**src/rtl/csi_param_parser_if.sv**
```systemverilog
// Byte-stream and decoded-output bundle for the CSI control-sequence parser.
interface csi_param_parser_if #(
  parameter int unsigned NPARAM = 2,
  parameter int unsigned PW     = 8
) ();
  localparam int unsigned NW = $clog2(NPARAM + 1);

  logic                 in_valid;
  logic [7:0]           in_data;
  logic                 char_valid;
  logic [7:0]           char_data;
  logic                 cmd_valid;
  logic [7:0]           cmd_final;
  logic                 cmd_private;
  logic [NW-1:0]        cmd_nparam;
  logic [NPARAM*PW-1:0] cmd_params;
  logic                 cmd_overflow;
  logic                 seq_error;
  logic                 busy;

  modport master (
    output in_valid, in_data,
    input  char_valid, char_data, cmd_valid, cmd_final, cmd_private,
           cmd_nparam, cmd_params, cmd_overflow, seq_error, busy
  );

  modport slave (
    input  in_valid, in_data,
    output char_valid, char_data, cmd_valid, cmd_final, cmd_private,
           cmd_nparam, cmd_params, cmd_overflow, seq_error, busy
  );
endinterface

```
**src/rtl/csi_param_parser.sv**
```systemverilog
// ANSI/VT100 CSI parser: ESC '[' ['?'] {digits|';'} final, with saturating
// decimal parameters, text pass-through and timeout/malformed-sequence errors.
module csi_param_parser #(
  parameter int unsigned NPARAM  = 2,
  parameter int unsigned PW      = 8,
  parameter int unsigned TIMEOUT = 1024
) (
  input logic clk,
  input logic rst,
  csi_param_parser_if.slave bus
);
  localparam int unsigned NW = $clog2(NPARAM + 1);
  localparam int unsigned IW = (NPARAM > 1) ? $clog2(NPARAM) : 1;
  localparam int unsigned TW = $clog2(TIMEOUT + 1);
  localparam int unsigned AW = PW + 4;
  localparam logic [IW-1:0] IDX_LAST = IW'(NPARAM - 1);
  localparam logic [TW-1:0] T_LAST   = TW'(TIMEOUT - 1);
  localparam logic [AW-1:0] TEN      = AW'(10);
  localparam logic [AW-1:0] SAT      = {4'b0000, {PW{1'b1}}};

  typedef enum logic [1:0] {IDLE, ESC, CSI} state_t;

  state_t           state, state_n;
  logic [PW-1:0]    acc [NPARAM];
  logic [PW-1:0]    acc_n [NPARAM];
  logic [IW-1:0]    idx, idx_n;
  logic             priv, priv_n;
  logic             field_seen, field_seen_n;
  logic             ovf, ovf_n;
  logic             first, first_n;
  logic [TW-1:0]    tcnt, tcnt_n;
  logic [AW-1:0]    prod;
  logic [7:0]       d;

  logic                 char_valid_n, cmd_valid_n, seq_error_n;
  logic [7:0]           char_data_n, cmd_final_n;
  logic                 cmd_private_n, cmd_overflow_n;
  logic [NW-1:0]        cmd_nparam_n;
  logic [NPARAM*PW-1:0] cmd_params_n;

  always_ff @(posedge clk) begin
    if (rst) begin
      state      <= IDLE;
      for (int unsigned i = 0; i < NPARAM; i++) acc[i] <= '0;
      idx        <= '0;
      priv       <= 1'b0;
      field_seen <= 1'b0;
      ovf        <= 1'b0;
      first      <= 1'b0;
      tcnt       <= '0;
      bus.char_valid   <= 1'b0;
      bus.char_data    <= '0;
      bus.cmd_valid    <= 1'b0;
      bus.cmd_final    <= '0;
      bus.cmd_private  <= 1'b0;
      bus.cmd_nparam   <= '0;
      bus.cmd_params   <= '0;
      bus.cmd_overflow <= 1'b0;
      bus.seq_error    <= 1'b0;
      bus.busy         <= 1'b0;
    end else begin
      state      <= state_n;
      for (int unsigned i = 0; i < NPARAM; i++) acc[i] <= acc_n[i];
      idx        <= idx_n;
      priv       <= priv_n;
      field_seen <= field_seen_n;
      ovf        <= ovf_n;
      first      <= first_n;
      tcnt       <= tcnt_n;
      bus.char_valid   <= char_valid_n;
      bus.char_data    <= char_data_n;
      bus.cmd_valid    <= cmd_valid_n;
      bus.cmd_final    <= cmd_final_n;
      bus.cmd_private  <= cmd_private_n;
      bus.cmd_nparam   <= cmd_nparam_n;
      bus.cmd_params   <= cmd_params_n;
      bus.cmd_overflow <= cmd_overflow_n;
      bus.seq_error    <= seq_error_n;
      bus.busy         <= (state_n != IDLE);
    end
  end

  always_comb begin
    state_n      = state;
    for (int unsigned i = 0; i < NPARAM; i++) acc_n[i] = acc[i];
    idx_n        = idx;
    priv_n       = priv;
    field_seen_n = field_seen;
    ovf_n        = ovf;
    first_n      = first;
    tcnt_n       = tcnt;
    char_valid_n   = 1'b0;
    cmd_valid_n    = 1'b0;
    seq_error_n    = 1'b0;
    char_data_n    = bus.char_data;
    cmd_final_n    = bus.cmd_final;
    cmd_private_n  = bus.cmd_private;
    cmd_nparam_n   = bus.cmd_nparam;
    cmd_params_n   = bus.cmd_params;
    cmd_overflow_n = bus.cmd_overflow;
    d    = bus.in_data;
    // Multiply-accumulate is widened by 4 bits so saturation is exact.
    prod = {4'b0000, acc[idx]} * TEN + {{PW{1'b0}}, d[3:0]};

    if (bus.in_valid) begin
      tcnt_n = '0;
      case (state)
        IDLE: begin
          if (d == 8'h1B) begin
            state_n = ESC;
          end else begin
            char_valid_n = 1'b1;
            char_data_n  = d;
          end
        end
        ESC: begin
          if (d == 8'h5B) begin
            state_n = CSI;
            for (int unsigned i = 0; i < NPARAM; i++) acc_n[i] = '0;
            idx_n        = '0;
            priv_n       = 1'b0;
            field_seen_n = 1'b0;
            ovf_n        = 1'b0;
            first_n      = 1'b1;
          end else if (d != 8'h1B) begin
            seq_error_n = 1'b1;
            state_n     = IDLE;
          end
        end
        CSI: begin
          first_n = 1'b0;
          if (d >= 8'h30 && d <= 8'h39) begin
            field_seen_n = 1'b1;
            if (!ovf) acc_n[idx] = (prod > SAT) ? SAT[PW-1:0] : prod[PW-1:0];
          end else if (d == 8'h3B) begin
            field_seen_n = 1'b1;
            if (idx < IDX_LAST) idx_n = idx + IW'(1);
            else                ovf_n = 1'b1;
          end else if (d == 8'h3F) begin
            if (first) begin
              priv_n = 1'b1;
            end else begin
              seq_error_n = 1'b1;
              state_n     = IDLE;
            end
          end else if (d >= 8'h40 && d <= 8'h7E) begin
            cmd_valid_n    = 1'b1;
            cmd_final_n    = d;
            cmd_private_n  = priv;
            cmd_overflow_n = ovf;
            cmd_nparam_n   = field_seen ? (NW'(idx) + NW'(1)) : '0;
            for (int unsigned i = 0; i < NPARAM; i++) cmd_params_n[i*PW +: PW] = acc[i];
            state_n = IDLE;
          end else if (d == 8'h1B) begin
            seq_error_n = 1'b1;
            state_n     = ESC;
          end else if (d == 8'h18 || d == 8'h1A) begin
            state_n = IDLE;
          end else begin
            seq_error_n = 1'b1;
            state_n     = IDLE;
          end
        end
        default: state_n = IDLE;
      endcase
    end else if (state != IDLE) begin
      if (tcnt == T_LAST) begin
        seq_error_n = 1'b1;
        state_n     = IDLE;
        tcnt_n      = '0;
      end else begin
        tcnt_n = tcnt + TW'(1);
      end
    end
  end
endmodule

```
**src/flat_wrapper.sv**
```systemverilog
// flat-port wrapper written by rule: the top's interface ports become plain ports
module csi_param_parser_flat 
#(
  parameter int unsigned NPARAM  = 2,
  parameter int unsigned PW      = 8,
  parameter int unsigned TIMEOUT = 1024
)
  (clk, rst, bus_in_valid, bus_in_data, bus_char_valid, bus_char_data, bus_cmd_valid, bus_cmd_final, bus_cmd_private, bus_cmd_nparam, bus_cmd_params, bus_cmd_overflow, bus_seq_error, bus_busy);
  csi_param_parser_if #(.NPARAM(NPARAM), .PW(PW)) bus_i ();
  input logic clk;
  input logic rst;
  input wire logic [$bits(bus_i.in_valid)-1:0] bus_in_valid;
  input wire logic [$bits(bus_i.in_data)-1:0] bus_in_data;
  output wire logic [$bits(bus_i.char_valid)-1:0] bus_char_valid;
  output wire logic [$bits(bus_i.char_data)-1:0] bus_char_data;
  output wire logic [$bits(bus_i.cmd_valid)-1:0] bus_cmd_valid;
  output wire logic [$bits(bus_i.cmd_final)-1:0] bus_cmd_final;
  output wire logic [$bits(bus_i.cmd_private)-1:0] bus_cmd_private;
  output wire logic [$bits(bus_i.cmd_nparam)-1:0] bus_cmd_nparam;
  output wire logic [$bits(bus_i.cmd_params)-1:0] bus_cmd_params;
  output wire logic [$bits(bus_i.cmd_overflow)-1:0] bus_cmd_overflow;
  output wire logic [$bits(bus_i.seq_error)-1:0] bus_seq_error;
  output wire logic [$bits(bus_i.busy)-1:0] bus_busy;
  assign bus_i.in_valid = bus_in_valid;
  assign bus_i.in_data = bus_in_data;
  assign bus_char_valid = bus_i.char_valid;
  assign bus_char_data = bus_i.char_data;
  assign bus_cmd_valid = bus_i.cmd_valid;
  assign bus_cmd_final = bus_i.cmd_final;
  assign bus_cmd_private = bus_i.cmd_private;
  assign bus_cmd_nparam = bus_i.cmd_nparam;
  assign bus_cmd_params = bus_i.cmd_params;
  assign bus_cmd_overflow = bus_i.cmd_overflow;
  assign bus_seq_error = bus_i.seq_error;
  assign bus_busy = bus_i.busy;
  csi_param_parser #(.NPARAM(NPARAM), .PW(PW), .TIMEOUT(TIMEOUT)) u_core (.clk(clk), .rst(rst), .bus(bus_i));
endmodule
```
**config.mk**
```make
export PLATFORM = sky130hd
export DESIGN_NAME = csi_param_parser_flat
export DESIGN_NICKNAME = d
export VERILOG_FILES = /design/src/rtl/csi_param_parser_if.sv /design/src/rtl/csi_param_parser.sv /design/src/flat_wrapper.sv
export SDC_FILE = /design/constraint.sdc
export NUM_CORES = 1
export LEC_CHECK = 0
export BUFFER_PORTS_ARGS = -buffer_cell sky130_fd_sc_hd__buf_2
export CAP_MARGIN = 20
export CORE_ASPECT_RATIO = 0.8
export CORE_UTILIZATION = 40
export DETAILED_ROUTE_END_ITERATION = 10
export GPL_ROUTABILITY_DRIVEN = 0
export PLACE_DENSITY = 0.68
export SLEW_MARGIN = 20
export SYNTH_ARGS = -nofsm -noshare
export SYNTH_HDL_FRONTEND = slang
export SYNTH_SLANG_ARGS = --single-unit
```
**constraint.sdc**
```tcl
create_clock -name clk -period 3.39 [get_ports clk]
set_clock_uncertainty 0.15 [all_clocks]
set_input_delay 0.678 -clock clk [delete_from_list [all_inputs] [get_ports clk]]
set_output_delay 0.678 -clock clk [all_outputs]
set_load 0.02 [all_outputs]
```
# Yosys cells after proc, flatten, opt, wreduce, memory -nomap -nowiden
# Memories as Yosys holds them, arrays and structs flattened. A register that Yosys moved wholly into a read port is not among the register bits.
# Index checks and enable logic that the tools add are counted.
# totals
regBits	58
mem_bits_rw	16
in_bits	11
out_inout_bits	40
wordCells	143
memories	1
# op_classes
n_addsub	4
multipliers	1
order_cmp	8
n_eq_ne	19
n_mux	65
bitwise_logic	10
n_reduce_logical	18
# memory_table
memory	depth	word_bits	rd	rd_clocked_by_memory_dff	wr	line	rtl
u_core.acc	2	8	3	1	2	csi_param_parser.sv:24	logic [PW-1:0] acc [NPARAM];
# op_table
operator	n
two-way mux 16 bit	4
two-way mux 1 bit	34
two-way mux 8 bit	4
one-hot mux 16 bit (2 select lines)	1
equality test 8 x 5 -> 1 bit, second input constant	3
two-way mux 2 bit	12
AND reduction 6 bit	3
bitwise mux 16 bit	1
equality test 8 x 6 -> 1 bit, second input constant	2
adder 12 x 4 -> 12 bit	1
> comparator 12 x 8 -> 1 bit, second input constant	1
one-hot mux 1 bit (2 select lines)	6
adder 11 x 1 -> 11 bit, second input constant	1
equality test 11 x 10 -> 1 bit, second input constant	1
multiplier 8 x 3 -> 11 bit, second input constant	1
two-way mux 11 bit	1
inequality test 2 x 1 -> 1 bit, second input constant	5
demux 8 bit (select 1 bit)	1
equality test 8 x 7 -> 1 bit, second input constant	1
>= comparator 8 x 6 -> 1 bit, second input constant	1
>= comparator 8 x 7 -> 1 bit, second input constant	1
<= comparator 8 x 6 -> 1 bit, second input constant	1
<= comparator 8 x 7 -> 1 bit, second input constant	1
inequality test 8 x 5 -> 1 bit, second input constant	1
23 further kinds	37

# Logic depth before layout (Yosys ltp)
# Gate-level depths: netlist of the first run.
# logic_depth
word_depth	11
mapped_depth	11
depth_no_buf	9

# Least setup slack after synthesis of the first run
# No wires, ideal clock.
# synth_path
path_kind	register to register
from	register with a tool-made name
to	memory u_core.acc[0][3]
setup_time_ns	0.124
t_arrival_ns	3.005
required_time_ns	3.116
path_slack_ns	0.111
stages_incl_launch_ff	12
n_path_buf	2
period_less_slack_ns	3.279
cell_sequence	dfxtp_1 buf_2 mux2_2 ha_1 ha_1 fa_1 and3_1 a32oi_1 a2111oi_4 mux2i_2 buf_6 a31oi_1
# synth_lines
element	line
to (decl)	csi_param_parser.sv:24

==> impl_metrics.ini, run 1 <==
[clock_network]
cts-root-buf = clkbuf_16
clockBufferDepth = 2
numCtsBuffers = 9
cts_tree = built
clk_pin_slew_worst_paths_ns = 0.06
clock_latency_ns = 0.34
cts-hold-fix-buffers = 0
htree_levels = 3
clock_sinks = 75

[global_route]
track_usage = 0.194
antenna_found_initial = 0
grt_use_met1 = 0.282
grt_max_degree = 29
grt_use_met3 = 0.0442
busiest_layer = met1
grt_use_met2 = 0.274
grt_pass1_vias = 2986
grt_first_pass_wirelength_um = 14600
grt_overflow = 0

[layout]
multi_input_area_sq_um = 2220
finalNetCount = 525
drive_gt1_frac = 0.227
final.fill_count = 853
syn_to_final_growth_pct = 23.4
regArea_sq_um = 1510
diodes = 0

[synth]
synth-edff-count = 0
ys_ff_latch = 75
netlist_instances = 440
synthTopCellsByCount = nand2_1, dfxtp_1, a21oi_1
yosysUniqueCellTypes = 59
synthTopCellsByArea = dfxtp_1, nand2_1, a21oi_1
ys_seq_area_frac = 0.400
ys.flop_type = dfxtp_1
syn_avg_cell_area_sq_um = 8.52
synth_top_cell_by_area = dfxtp_1
synth_top_cell_area_share = 0.400
synthesis.area_sq_um = 3750
synth.most_common_cell = nand2_1
synth_warnings = 0
syn-num-nets = 473
async_flop_share = 0

[worst_setup_path]
crit_buf_inv = 1
startpoint_type = register
critPathKind = register to register
slowest_delay_ns = 0.59
crit_path_end_kind = register
crit_path_frequent_cell = ha_4
crit_fanout = 8
cp_top_family = adder cells
crit_path_cell_trace = mux2_2, ha_4, ha_4, fa_2, and3_4, a32oi_4, a2111oi_4, mux2i_4, clkbuf_16, a31oi_1
cp.arrival_ns = 3.43
slowest_stage = fa_2
required_ns = 3.46

[power_and_ir_drop]
powerDensity_nw_per_um2 = 441
power.leakage_nw = 1.88
pwr-share-seq = 0.436
power.total_mw = 2.04
switching_share = 0.230
p_int_mw = 1.57
clockPowerShare = 0.521
combinationalPowerShare = 0.043
ir_worst_vdd_mv = 0.304
switchingPower_mw = 0.468

[flow_run]
cap_violations = 0

[sta]
clock.fmax_mhz = 298
slew_violations = 0
timing.final.crit_period_ns = 3.36
worst_pin_slew_ns = 1.04
fin_ws_ns = 0.0322
setup_violations = 0
hold_violations = 0
rsz0062_at_grt = true
min_period_over_period = 0.991
slew_headroom = 0.303

[drt]
wl_per_cell_um = 15.1
drt_pre_antenna_iters = 5
viasPerCell = 5.52
drc = 0
drt.antenna.violating_nets = 0
wl_um = 9270
vias = 3377
drtIter0Drc = 266

[die]
ios = 51
rows = 31
die_area_sq_um = 9770
start_util = 0.413
die_y_um = 88.6
die_x_um = 110
core_sq_um = 9080

[outcome]
status = complete, no violations

[hold_path]
hold_class = register to register

[placement]
post-dp-hpwl_um = 6470
io_buffers = 50
place_ws_ns = 0.0665
sequential cells by signal, summed over array words and instances (netlist names), 2 cells and up, named ones only:
signal                 cells
u_core.bus.char_data       8
u_core.acc                16
u_core.state               2
u_core.tcnt               11
u_core.bus.cmd_nparam      2
u_core.bus.cmd_final       8
u_core.bus.cmd_params     16
metrics by stage:
stage               utilization  hold slack [ns]  TNS [ns]  instances  area (sq um)
finish                    0.510            0.302         0        612          4630
detailed placement        0.455            0.295         0        591          4130
global route              0.510            0.324    -0.640        612          4630
global placement          0.455            0.289         0        591          4130
CTS                       0.491            0.305         0        607          4460
floorplan                     -            0.282         0        440          3750
logic make-up (layout without fill, tap and decap cells):
group,Yosys count,in the layout,synth area share
compound gates,103,103,0.174
xor+xnor,14,14,0.0364
fa+ha+maj,22,22,0.0774
buf+inv,32,89,0.0367
flops,75,75,0.400
mux,18,18,0.0517
simple gates,176,176,0.224
tightest hold or removal path, stage by stage (launching register included):
cell and delay, ns:
dfxtp_1 0.31, nand2_1 0.05, a21oi_1 0.05
layout make-up:
type,count,share of cell area
inverter,9,0.00730
sequential,75,0.325
timing repair buffer,64,0.0841
tap,115,0.0311
multi-input combinational,333,0.480
clock buffer,9,0.0487
clock inverter,7,0.0230
power by group through the flow:
stage / clock [mW] / sequential, mW / combinational [mW]
global route: 1.11 / 0.890 / 0.0951
global placement: 0 / 0.910 / 0.0841
finish: 1.06 / 0.889 / 0.0869
CTS: 1.08 / 0.890 / 0.0856
detailed placement: 0 / 0.910 / 0.0851
floorplan: 0 / 0.918 / 0.0433
what timing repair did:
action / 4_1_cts / 5_1_grt
gates resized for setup: 0 / 19
setup endpoints to repair: 0 / 16
buffers inserted: 0 / 4
endpoints found under the hold margin: 0 / 0
final timing paths:
check / cells past startpoint / slack (ns) / endpoint / startpoint
worst max register to register: 10 / 0.03 / u_core.acc[1][1] / register
worst max-delay path: 10 / 0.03 / u_core.acc[1][1] / register
worst min register to register: 2 / 0.30 / u_core.bus.cmd_params[0] / u_core.bus.cmd_params[0]
worst min-delay path: 2 / 0.30 / u_core.bus.cmd_params[0] / u_core.bus.cmd_params[0]
metal layers:
metal / wire, um / share of wire / vias to the layer above
met3: 766 / 0.083 / 17
met5: 0 / 0 / -
li1: - / - / 1663
met1: 4560 / 0.49 / 1556
met2: 3780 / 0.41 / 141
met4: 165 / 0.018 / 0
layout by cell type (no fill, tap or decap), types with 3 or more instances in the layout:
| cell type | n |
|---|---|
| o21ai_0 | 4 |
| buf_2 | 50 |
| dfxtp_1 | 74 |
| nor4_1 | 3 |
| a22oi_1 | 3 |
| xnor2_1 | 5 |
| a31oi_1 | 19 |
| nor3b_1 | 3 |
| a21oi_1 | 51 |
| nand2b_1 | 4 |
| ha_4 | 4 |
| or2_2 | 4 |
| nand2_1 | 77 |
| nor2_1 | 38 |
| and3b_1 | 3 |
| inv_1 | 9 |
| mux2_2 | 6 |
| clkbuf_16 | 10 |
| and2_1 | 3 |
| nor3_1 | 4 |
| nand3_1 | 7 |
| nor2b_1 | 3 |
| a21o_1 | 3 |
| or3_1 | 3 |
| and3_1 | 5 |
| inv_6 | 3 |
| xor2_1 | 8 |
| buf_4 | 11 |
| mux2i_1 | 9 |
| nand4_1 | 3 |
| o211ai_1 | 5 |
| ha_1 | 16 |
Power figures use the tool's default switching activity.
==> inputs of run 2 (changes only) <==
Settings changed: CORE_UTILIZATION 40 to 45, PLACE_DENSITY 0.68 to 0.74.
==> impl_metrics.ini, run 2 (synthesis gave the netlist of run 1 again) <==
[clock_network]
clockBufferDepth = 2
cts-hold-fix-buffers = 0
numCtsBuffers = 9
clk_pin_slew_worst_paths_ns = 0.09
cts_tree = built
htree_levels = 3
clock_sinks = 75
clock_latency_ns = 0.36
cts-root-buf = clkbuf_8

[layout]
final.fill_count = 731
mostFrequentLayoutCells = nand2_1, dfxtp_1, a21oi_1
diodes = 0
syn_to_final_growth_pct = 19.1
design_area_sq_um = 4470
drive_gt1_frac = 0.223
top_regs = u_core.acc: 16 flops, u_core.bus.cmd_params: 16 flops, u_core.tcnt: 11 flops
final_cell_count_no_fill = 602
utilization = 0.557
finalNetCount = 522
layout_commonest_cell = nand2_1

[power_and_ir_drop]
switchingPower_mw = 0.448
clockPowerShare = 0.407
switching_share = 0.272
pwr-share-seq = 0.540
p_int_mw = 1.20
combinationalPowerShare = 0.053
power.total_mw = 1.65
ir_worst_vdd_mv = 0.194
powerDensity_nw_per_um2 = 369
power.leakage_nw = 1.80

[sta]
worst_pin_slew_ns = 0.821
setup_tns_ns = 0
clock.fmax_mhz = 295
setup_violations = 0
hold_violations = 0
whs_ns = 0.305
rsz0062_at_grt = true
timing.final.crit_period_ns = 3.39
slew_violations = 0
fin_ws_ns = 0.0000309
min_period_over_period = 1.00
slew_headroom = 0.450

[drt]
drt.antenna.violating_nets = 0
drtIter0Drc = 222
wl_per_cell_um = 15.6
vias = 3395
viasPerCell = 5.64
drc = 0
wl_um = 9400
drt_pre_antenna_iters = 5

[worst_setup_path]
cp_top_family = adder cells
crit_path_frequent_cell = ha_4
crit_path_end_kind = register
ff2ff_setup_slack_ns = 0.00003
startpoint_type = register
worst_r2r_path_depth = 10
cp.arrival_ns = 3.48
critPathKind = register to register
required_ns = 3.48
cp.depth = 10
slowest_stage = fa_2
crit_buf_inv = 1
rr_endpoint = u_core.acc[0][2]
crit_fanout = 8
crit_path_cell_trace = mux2_4, ha_4, ha_4, fa_2, and3_4, a32oi_4, a2111oi_4, mux2i_4, clkbuf_16, a31oi_1
slowest_delay_ns = 0.61
endpoint = u_core.acc[0][2]

[global_route]
grt_pass1_vias = 3000
grt_first_pass_wirelength_um = 15000
grt_overflow = 0
antenna_found_initial = 0
track_usage = 0.215
grt_max_degree = 33

[placement]
post-dp-hpwl_um = 6520
place_ws_ns = 0.0253
dp.cells = 583
io_buffers = 50
place_area_sq_um = 4110

[die]
core_sq_um = 8020
start_util = 0.468
die_y_um = 83.6
die_x_um = 104
ios = 51
rows = 29
die_area_sq_um = 8700

[flow_run]
cap_violations = 0

[hold_path]
hold_class = register to register

[outcome]
status = complete, no violations
-- run 2: changes by cell type in the layout (fill, tap and decap cells not counted), sizes merged --
cell | previous run | this run
bufinv | 2 | 0
clkinvlp | 0 | 1
clkinv | 1 | 0
buf | 63 | 60
inv | 13 | 15
-- run 2: layout make-up --
cell class	count	area [sq um]	share of cell area
clock buffers	9	124	0.0277
inverters	9	33.8	0.00757
multi-input cells	333	2240	0.501
clock inverters	7	65.1	0.0146
repair buffers	61	367	0.0821
well taps	108	135	0.0303
flip-flops and latches	75	1510	0.337
-- run 2: worst min path at each step --
| stage | slack [ns] | endpoint | cells after the start | start |
|---|---|---|---|---|
| 2_1_floorplan | 0.28 | u_core.bus.cmd_private | 2 | u_core.priv |
| 6_report | 0.30 | u_core.bus.cmd_params[12] | 2 | u_core.bus.cmd_params[12] |
| 3_3_place_gp | 0.29 | u_core.bus.cmd_params[10] | 2 | u_core.bus.cmd_params[10] |
| 5_1_grt | 0.32 | u_core.bus.cmd_params[12] | 2 | u_core.bus.cmd_params[12] |
| 4_1_cts | 0.31 | u_core.bus.cmd_params[12] | 2 | u_core.bus.cmd_params[12] |
| 3_5_place_dp | 0.29 | u_core.bus.cmd_params[12] | 2 | u_core.bus.cmd_params[12] |
-- run 2: worst reg2reg max path, cell delays in order (launching register included) --
cell and delay [ns]:
dfxtp_4 0.41, mux2_4 0.33, ha_4 0.25, ha_4 0.17, fa_2 0.61, and3_4 0.20, a32oi_4 0.06, a2111oi_4 0.43
mux2i_4 0.38, clkbuf_16 0.20, a31oi_1 0.08
-- run 2: metal layers --
layer  vias to the layer above  wire [um]  GRT usage
li1                       1653          -          -
met1                      1559       4670      0.330
met2                       167       3780      0.295
met3                        16        811     0.0406
met4                         0        141     0.0753
met5                         -          0          0
-- run 2: what timing repair did --
action	CTS	global route
setup buffers	0	2
gates resized for setup	0	20
setup endpoints to repair	0	16
-- run 2: power groups by stage --
stage	Combinational [mW]	Sequential [mW]	Clock, mW
final	0.0866	0.889	0.670
after global routing	0.0937	0.890	0.717
after CTS	0.0842	0.890	0.678
after detailed placement	0.0838	0.910	0
after global placement	0.0816	0.910	0
after floorplan	0.0433	0.918	0
